==> src/rtl/display_pkg.sv <==
// Shared types and hex decode for the 7-segment display blocks.
// Segment vectors are {a,b,c,d,e,f,g}, active-low.
package display_pkg;

    typedef enum logic {BLANK = 1'b0, ON = 1'b1} slot_state_t;

    localparam logic [6:0] SEG_OFF = 7'h7F;

    function automatic logic [6:0] hex_to_seg(input logic [3:0] hex);
        logic [6:0] s;
        case (hex)
            4'h0: s = 7'h01;
            4'h1: s = 7'h4F;
            4'h2: s = 7'h12;
            4'h3: s = 7'h06;
            4'h4: s = 7'h4C;
            4'h5: s = 7'h24;
            4'h6: s = 7'h20;
            4'h7: s = 7'h0F;
            4'h8: s = 7'h00;
            4'h9: s = 7'h04;
            4'hA: s = 7'h08;
            4'hB: s = 7'h60;
            4'hC: s = 7'h31;
            4'hD: s = 7'h42;
            4'hE: s = 7'h30;
            default: s = 7'h38;
        endcase
        return s;
    endfunction

endpackage

==> src/rtl/display_scan_n_if.sv <==
// Datapath-facing inputs and pin-facing outputs of the digit scanner.
interface display_scan_n_if #(
    parameter int N_DIGITS = 8,
    parameter int BRIGHT_W = 4
);
    logic [4*N_DIGITS-1:0] digits;
    logic [N_DIGITS-1:0]   dp;
    logic [N_DIGITS-1:0]   en_mask;
    logic [BRIGHT_W-1:0]   brightness;
    logic [N_DIGITS-1:0]   an;
    logic [6:0]            seg;
    logic                  dp_n;
    logic                  frame_start;

    modport master (
        output digits, dp, en_mask, brightness,
        input  an, seg, dp_n, frame_start
    );

    modport slave (
        input  digits, dp, en_mask, brightness,
        output an, seg, dp_n, frame_start
    );
endinterface

==> src/rtl/seg7_hex_decoder.sv <==
// Combinational hex nibble to active-low 7-segment pattern.
module seg7_hex_decoder
    import display_pkg::*;
(
    input  logic [3:0] hex,
    output logic [6:0] seg
);
    assign seg = hex_to_seg(hex);
endmodule

==> src/rtl/display_scan_n.sv <==
// Time-multiplexed N-digit common-anode scanner with anti-ghost blanking,
// PWM dimming and a per-frame snapshot of all display inputs.
module display_scan_n
    import display_pkg::*;
#(
    parameter int N_DIGITS        = 8,
    parameter int TICKS_PER_DIGIT = 1024,
    parameter int BLANK_TICKS     = 16,
    parameter int BRIGHT_W        = 4
) (
    input logic             clk,
    input logic             reset,
    display_scan_n_if.slave bus
);
    localparam int ON_TICKS = TICKS_PER_DIGIT - BLANK_TICKS;
    localparam int CW       = $clog2(TICKS_PER_DIGIT);
    localparam int IW       = (N_DIGITS > 1) ? $clog2(N_DIGITS) : 1;

    if (N_DIGITS < 1 || N_DIGITS > 16) begin : g_bad_n
        $error("N_DIGITS must be within 1..16");
    end
    if (BLANK_TICKS < 1 || BLANK_TICKS > TICKS_PER_DIGIT - 1) begin : g_bad_blank
        $error("BLANK_TICKS must be within 1..TICKS_PER_DIGIT-1");
    end

    slot_state_t            state, state_nx;
    logic [CW-1:0]          cnt, cnt_nx;
    logic [IW-1:0]          idx, idx_nx;
    logic [BRIGHT_W-1:0]    pwm, pwm_nx;

    logic [N_DIGITS-1:0][3:0] sh_dig;
    logic [N_DIGITS-1:0]    sh_dp, sh_en;
    logic [BRIGHT_W-1:0]    sh_br;

    logic                   snap, lit;
    logic [6:0]             dec_seg;
    logic [N_DIGITS-1:0]    an_nx;
    logic [6:0]             seg_nx;
    logic                   dpn_nx;

    // state register
    always_ff @(posedge clk or negedge reset) begin
        if (!reset) begin
            state <= BLANK;
            cnt   <= '0;
            idx   <= '0;
            pwm   <= '0;
        end else begin
            state <= state_nx;
            cnt   <= cnt_nx;
            idx   <= idx_nx;
            pwm   <= pwm_nx;
        end
    end

    // next state; pwm sits at zero through BLANK so ON always starts from 0
    always_comb begin
        state_nx = state;
        cnt_nx   = cnt + 1'b1;
        idx_nx   = idx;
        pwm_nx   = '0;
        case (state)
            BLANK: begin
                if (cnt == CW'(BLANK_TICKS - 1)) begin
                    state_nx = ON;
                    cnt_nx   = '0;
                end
            end
            ON: begin
                pwm_nx = pwm + 1'b1;
                if (cnt == CW'(ON_TICKS - 1)) begin
                    state_nx = BLANK;
                    cnt_nx   = '0;
                    idx_nx   = (idx == IW'(N_DIGITS - 1)) ? '0 : idx + 1'b1;
                end
            end
            default: state_nx = BLANK;
        endcase
    end

    assign snap = (state == BLANK) && (idx == '0) && (cnt == '0);

    always_ff @(posedge clk or negedge reset) begin
        if (!reset) begin
            sh_dig <= '0;
            sh_dp  <= '0;
            sh_en  <= '0;
            sh_br  <= '0;
        end else if (snap) begin
            sh_dig <= bus.digits;
            sh_dp  <= bus.dp;
            sh_en  <= bus.en_mask;
            sh_br  <= bus.brightness;
        end
    end

    seg7_hex_decoder u_dec (
        .hex (sh_dig[idx]),
        .seg (dec_seg)
    );

    // outputs
    always_comb begin
        lit    = (state == ON) && sh_en[idx] && (pwm <= sh_br);
        an_nx  = '1;
        seg_nx = SEG_OFF;
        dpn_nx = 1'b1;
        if (lit) begin
            an_nx[idx] = 1'b0;
            seg_nx     = dec_seg;
            dpn_nx     = ~sh_dp[idx];
        end
    end

    // pins are registered so nothing from the inputs reaches them combinationally
    always_ff @(posedge clk or negedge reset) begin
        if (!reset) begin
            bus.an          <= '1;
            bus.seg         <= SEG_OFF;
            bus.dp_n        <= 1'b1;
            bus.frame_start <= 1'b0;
        end else begin
            bus.an          <= an_nx;
            bus.seg         <= seg_nx;
            bus.dp_n        <= dpn_nx;
            bus.frame_start <= snap;
        end
    end

endmodule

==> src/flat_wrapper.sv <==
// flat-port wrapper written by rule: the top's interface ports become plain ports
module display_scan_n_flat import display_pkg::*;
#(
    parameter int N_DIGITS        = 8,
    parameter int TICKS_PER_DIGIT = 1024,
    parameter int BLANK_TICKS     = 16,
    parameter int BRIGHT_W        = 4
)
  (clk, reset, bus_digits, bus_dp, bus_en_mask, bus_brightness, bus_an, bus_seg, bus_dp_n, bus_frame_start);
  display_scan_n_if #(.N_DIGITS(N_DIGITS), .BRIGHT_W(BRIGHT_W)) bus_i ();
  input logic clk;
  input logic reset;
  input wire logic [$bits(bus_i.digits)-1:0] bus_digits;
  input wire logic [$bits(bus_i.dp)-1:0] bus_dp;
  input wire logic [$bits(bus_i.en_mask)-1:0] bus_en_mask;
  input wire logic [$bits(bus_i.brightness)-1:0] bus_brightness;
  output wire logic [$bits(bus_i.an)-1:0] bus_an;
  output wire logic [$bits(bus_i.seg)-1:0] bus_seg;
  output wire logic [$bits(bus_i.dp_n)-1:0] bus_dp_n;
  output wire logic [$bits(bus_i.frame_start)-1:0] bus_frame_start;
  assign bus_i.digits = bus_digits;
  assign bus_i.dp = bus_dp;
  assign bus_i.en_mask = bus_en_mask;
  assign bus_i.brightness = bus_brightness;
  assign bus_an = bus_i.an;
  assign bus_seg = bus_i.seg;
  assign bus_dp_n = bus_i.dp_n;
  assign bus_frame_start = bus_i.frame_start;
  display_scan_n #(.N_DIGITS(N_DIGITS), .TICKS_PER_DIGIT(TICKS_PER_DIGIT), .BLANK_TICKS(BLANK_TICKS), .BRIGHT_W(BRIGHT_W)) u_core (.clk(clk), .reset(reset), .bus(bus_i));
endmodule
==> config.mk <==
export PLATFORM = sky130hd
export DESIGN_NAME = display_scan_n_flat
export DESIGN_NICKNAME = d
export VERILOG_FILES = /design/src/rtl/display_pkg.sv /design/src/rtl/display_scan_n_if.sv /design/src/rtl/seg7_hex_decoder.sv /design/src/rtl/display_scan_n.sv /design/src/flat_wrapper.sv
export SDC_FILE = /design/constraint.sdc
export NUM_CORES = 1
export LEC_CHECK = 0
export CAP_MARGIN = 40
export CORE_MARGIN = 1.5
export CORE_UTILIZATION = 35
export DETAILED_ROUTE_END_ITERATION = 16
export GPL_TIMING_DRIVEN = 0
export SETUP_SLACK_MARGIN = 0.1
export SLEW_MARGIN = 40
export SYNTH_ARGS = -nofsm -noshare
export SYNTH_HDL_FRONTEND = slang
export SYNTH_SLANG_ARGS = --single-unit
==> constraint.sdc <==
create_clock -name clk -period 2.1 [get_ports clk]
set_clock_uncertainty 0.05 [all_clocks]
set_input_delay 0.63 -clock clk [delete_from_list [all_inputs] [get_ports clk]]
set_output_delay 0.63 -clock clk [all_outputs]
set_load 0.05 [all_outputs]
==> results.toml, run 1 <==
[grt]
gr-total-overflow = 0
grt_pass1_wl_um = 14800
antenna_found_initial = 0
grt_pass1_vias = 2884
grt.total_usage_pct = 15.5
grt_max_degree = 50

[drt]
drt-initial-drc-count = 113
wl_per_cell_um = 17.5
finalWirelength_um = 10100
num_vias = 2905
first_pass_iters = 4
drc_errors = 0
ant_nets = 0
drt-vias-per-instance = 5.03

[layout]
seq_area_sq_um = 2200
syn_to_final_growth_pct = 55.1
drive_above_1_share_pct = 46.2
antenna_cells = 0
final_util_pct = 55.5
multi_input_area_sq_um = 2080
nets = 500
nFillCells = 930

[sta]
finalWorstSetupSlack_ps = -162
min_period_ps = 2260
worst_slew_pin_slew_ps = 485
maxSlewHeadroom_pct = 67.8
setup_viol = 30
rsz0062_at_grt = "true"
report.final.hold_viol_count = 0
layout_worst_path_cycle_share_pct = 108
slew_violations = 0
timing.fmax_mhz = 442

[clocking]
hold_buffers = 0
ctsLongestPathBuffers = 2
clk_pin_slew_worst_paths_ps = 60
cts_buffers = 9
clk_latency_ps = 340
htree_levels = 3
cts.sinks = 87
root_buffer = "clkbuf_16"
cts_tree = "yes"

[floorplanning]
die_area_sq_um = 12300
start_util_pct = 35.8
die_height_um = 111
num_io_pins = 71
num_rows = 39
die_w_um = 111
core_area_sq_um = 11400

[yosys]
synth-seq-cells = 87
synth_area_leader_cell = "dfrtp_1"
synthArstFlopShare_pct = 100
syn_avg_cell_area_sq_um = 13.2
synthTopCellsByArea = "dfrtp_1, mux2_2, dfstp_2, ha_1, mux4_2"
syn_area_sq_um = 4070
synth_cell_type_count = 44
synth_ff_type = "dfrtp_1"
synth_edf_count = 0
synth_top_area_share_pct = 43.6
yosys_warnings = 0
synth_nets = 379
syn_inst = 309
yosysSeqAreaShare_pct = 54.0

[placed_design]
io_buffer_count = 70
gp_congestion = 0.735
hpwlAfterDp_um = 6200

[run_status]
violations = "setup timing"
outcome = "finished with violations"

[job]
maxCapViolations = 0

[critical_path]
start_kind = "register"
cp-startpoint = "u_core.idx[0]$_DFFE_PN0P_"
critPathMaxFanout = 5
worstPathBufferInverterCount = 2
criticalPathCategory = "reg2reg"
crit_slowest_cell = "mux4_2"
crit_arrival_ps = 2480
end_kind = "register"
crit_chain = "buf_12 > mux4_2 > mux2i_4 > buf_6 > ha_4 > mux2i_1 > nor2_1 > a311o_1"
max_stage_delay_ps = 540
critPathTopFamily = "multiplexers"
required_ps = 2320
timing.rr.start = "u_core.idx[0]$_DFFE_PN0P_"

[power]
power_leakage_uw = 0.00274
powerDensity_nw_per_um2 = 648
finalPower_uw = 4090
irDropWorstVdd_v = 0.000315

[worst_hold_path]
worstHoldPathType = "in2async"
[path summary, 6_finish.rpt]
check / end / slack, ps / cells after the start
min in group clk: u_core.cnt[0]$_DFF_PN0_ / 430 / 1
max: u_core.bus.seg[5]$_DFF_PN1_ / -160 / 8
max in group asynchronous: u_core.bus.seg[3]$_DFF_PN1_ / 1260 / 2
min: u_core.sh_en[1]$_DFFE_PN0P_ / 140 / 1
min reg2reg: u_core.cnt[0]$_DFF_PN0_ / 430 / 1
max reg2reg: u_core.bus.seg[5]$_DFF_PN1_ / -160 / 8
[logic make-up after synthesis]
| logic type | share of synthesized area, % |
|---|---|
| DFF | 54.0 |
| muxes | 22.1 |
| and+or+nand+nor | 8.94 |
| buffers and inverters | 3.63 |
| AOI/OAI and AO/OA | 4.33 |
| adders and majority gates | 4.92 |
| xor gates and xnor gates | 2.15 |
[flip-flops by register name, indices dropped and copies added, names as in the netlist]
| name | count |
|---|---|
| u_core.bus.an | 8 |
| u_core.bus.dp_n | 1 |
| u_core.bus.frame_start | 1 |
| u_core.bus.seg | 7 |
| u_core.cnt | 10 |
| u_core.idx | 3 |
| u_core.pwm | 4 |
| u_core.sh_br | 4 |
| u_core.sh_dig | 32 |
| u_core.sh_dp | 8 |
| u_core.sh_en | 8 |
| u_core.state | 1 |
[synthesized netlist by cell type (all sizes together), types with 3 or more instances]
cell and n:
and3 6, buf 13, clkbuf 3, dfrtp 71, dfstp 16, ha 16
inv 14, mux2 52, mux2i 12, mux4 8, nand2 12, nand3 13
nand4 5, nor2 15, nor3 3, o21ai 9, o221ai 3, or4 3
xnor2 5, xor2 5
[per-layer routing]
layer | global-route usage, % | part of all wire (%) | up-vias
li1 | - | - | 1342
met1 | 21.2 | 47 | 1462
met2 | 23.3 | 46 | 89
met3 | 4.54 | 5.4 | 12
met4 | 5.64 | 1.7 | 0
met5 | 0 | 0 | -
[layout make-up]
cell class	count	share of cell area [%]
flip-flops and latches	87	34.8
multi-input cells	190	33.0
repair buffers	110	19.4
clock buffers	11	3.84
plain buffers	16	3.15
well taps	143	2.83
clock inverters	5	1.66
inverters	16	1.35
[repair_timing]
item,4_1_cts,5_1_grt
endpoints found under the setup margin,85,72
pin swaps,5,6
buffers inserted,17,15
gates cloned,1,7
gates resized for setup,83,96
[stage by stage]
step | cell area (sq um) | setup slack, ps | TNS (ps) | hold slack (ps) | cells
2_1_floorplan | 4120 | -38.2 | -69.6 | 284 | 309
3_3_place_gp | 5000 | -2790 | -235810 | 420 | 522
3_5_place_dp | 5030 | -299 | -10470 | 425 | 523
4_1_cts | 5660 | -126 | -1880 | 149 | 557
5_1_grt | 6310 | -223 | -4150 | 156 | 578
6_report | 6310 | -162 | -805 | 141 | 578
[where the power goes]
group,switching [uW],internal (uW)
Clock,678,1200
Sequential,32.1,1750
Combinational,186,249
Total,896,3200
[layout by cell type, fill, tap and decap left out, types with 3 or more instances in the layout]
cell type | netlist | layout
nor3_1 | 3 | 3
inv_1 | 12 | 9
nor2_1 | 15 | 12
bufinv_16 | 0 | 3
clkdlybuf4s15_2 | 0 | 16
nand4_1 | 5 | 5
dfstp_2 | 16 | 16
buf_4 | 0 | 20
and3_1 | 5 | 5
buf_12 | 0 | 7
dfrtp_1 | 71 | 70
clkdlybuf4s50_1 | 0 | 52
mux2_4 | 0 | 50
nor2_2 | 0 | 3
mux4_2 | 8 | 8
mux2i_1 | 11 | 9
o21ai_0 | 9 | 5
clkbuf_1 | 3 | 3
xor2_1 | 5 | 5
clkbuf_16 | 0 | 15
nand2_1 | 12 | 9
ha_4 | 0 | 5
nand2_2 | 0 | 3
xnor2_1 | 5 | 5
buf_8 | 0 | 5
nand3_1 | 13 | 12
buf_6 | 2 | 13
ha_1 | 16 | 9
inv_2 | 2 | 5
mux2i_4 | 1 | 3
Power figures use the tool's default switching activity.
==> run 2, diff against run 1 <==
- ABC_CLOCK_PERIOD_IN_PS: not set -> 2100
==> results of run 2 <==
Final layout, timing and power as in run 1 (identical DEF).
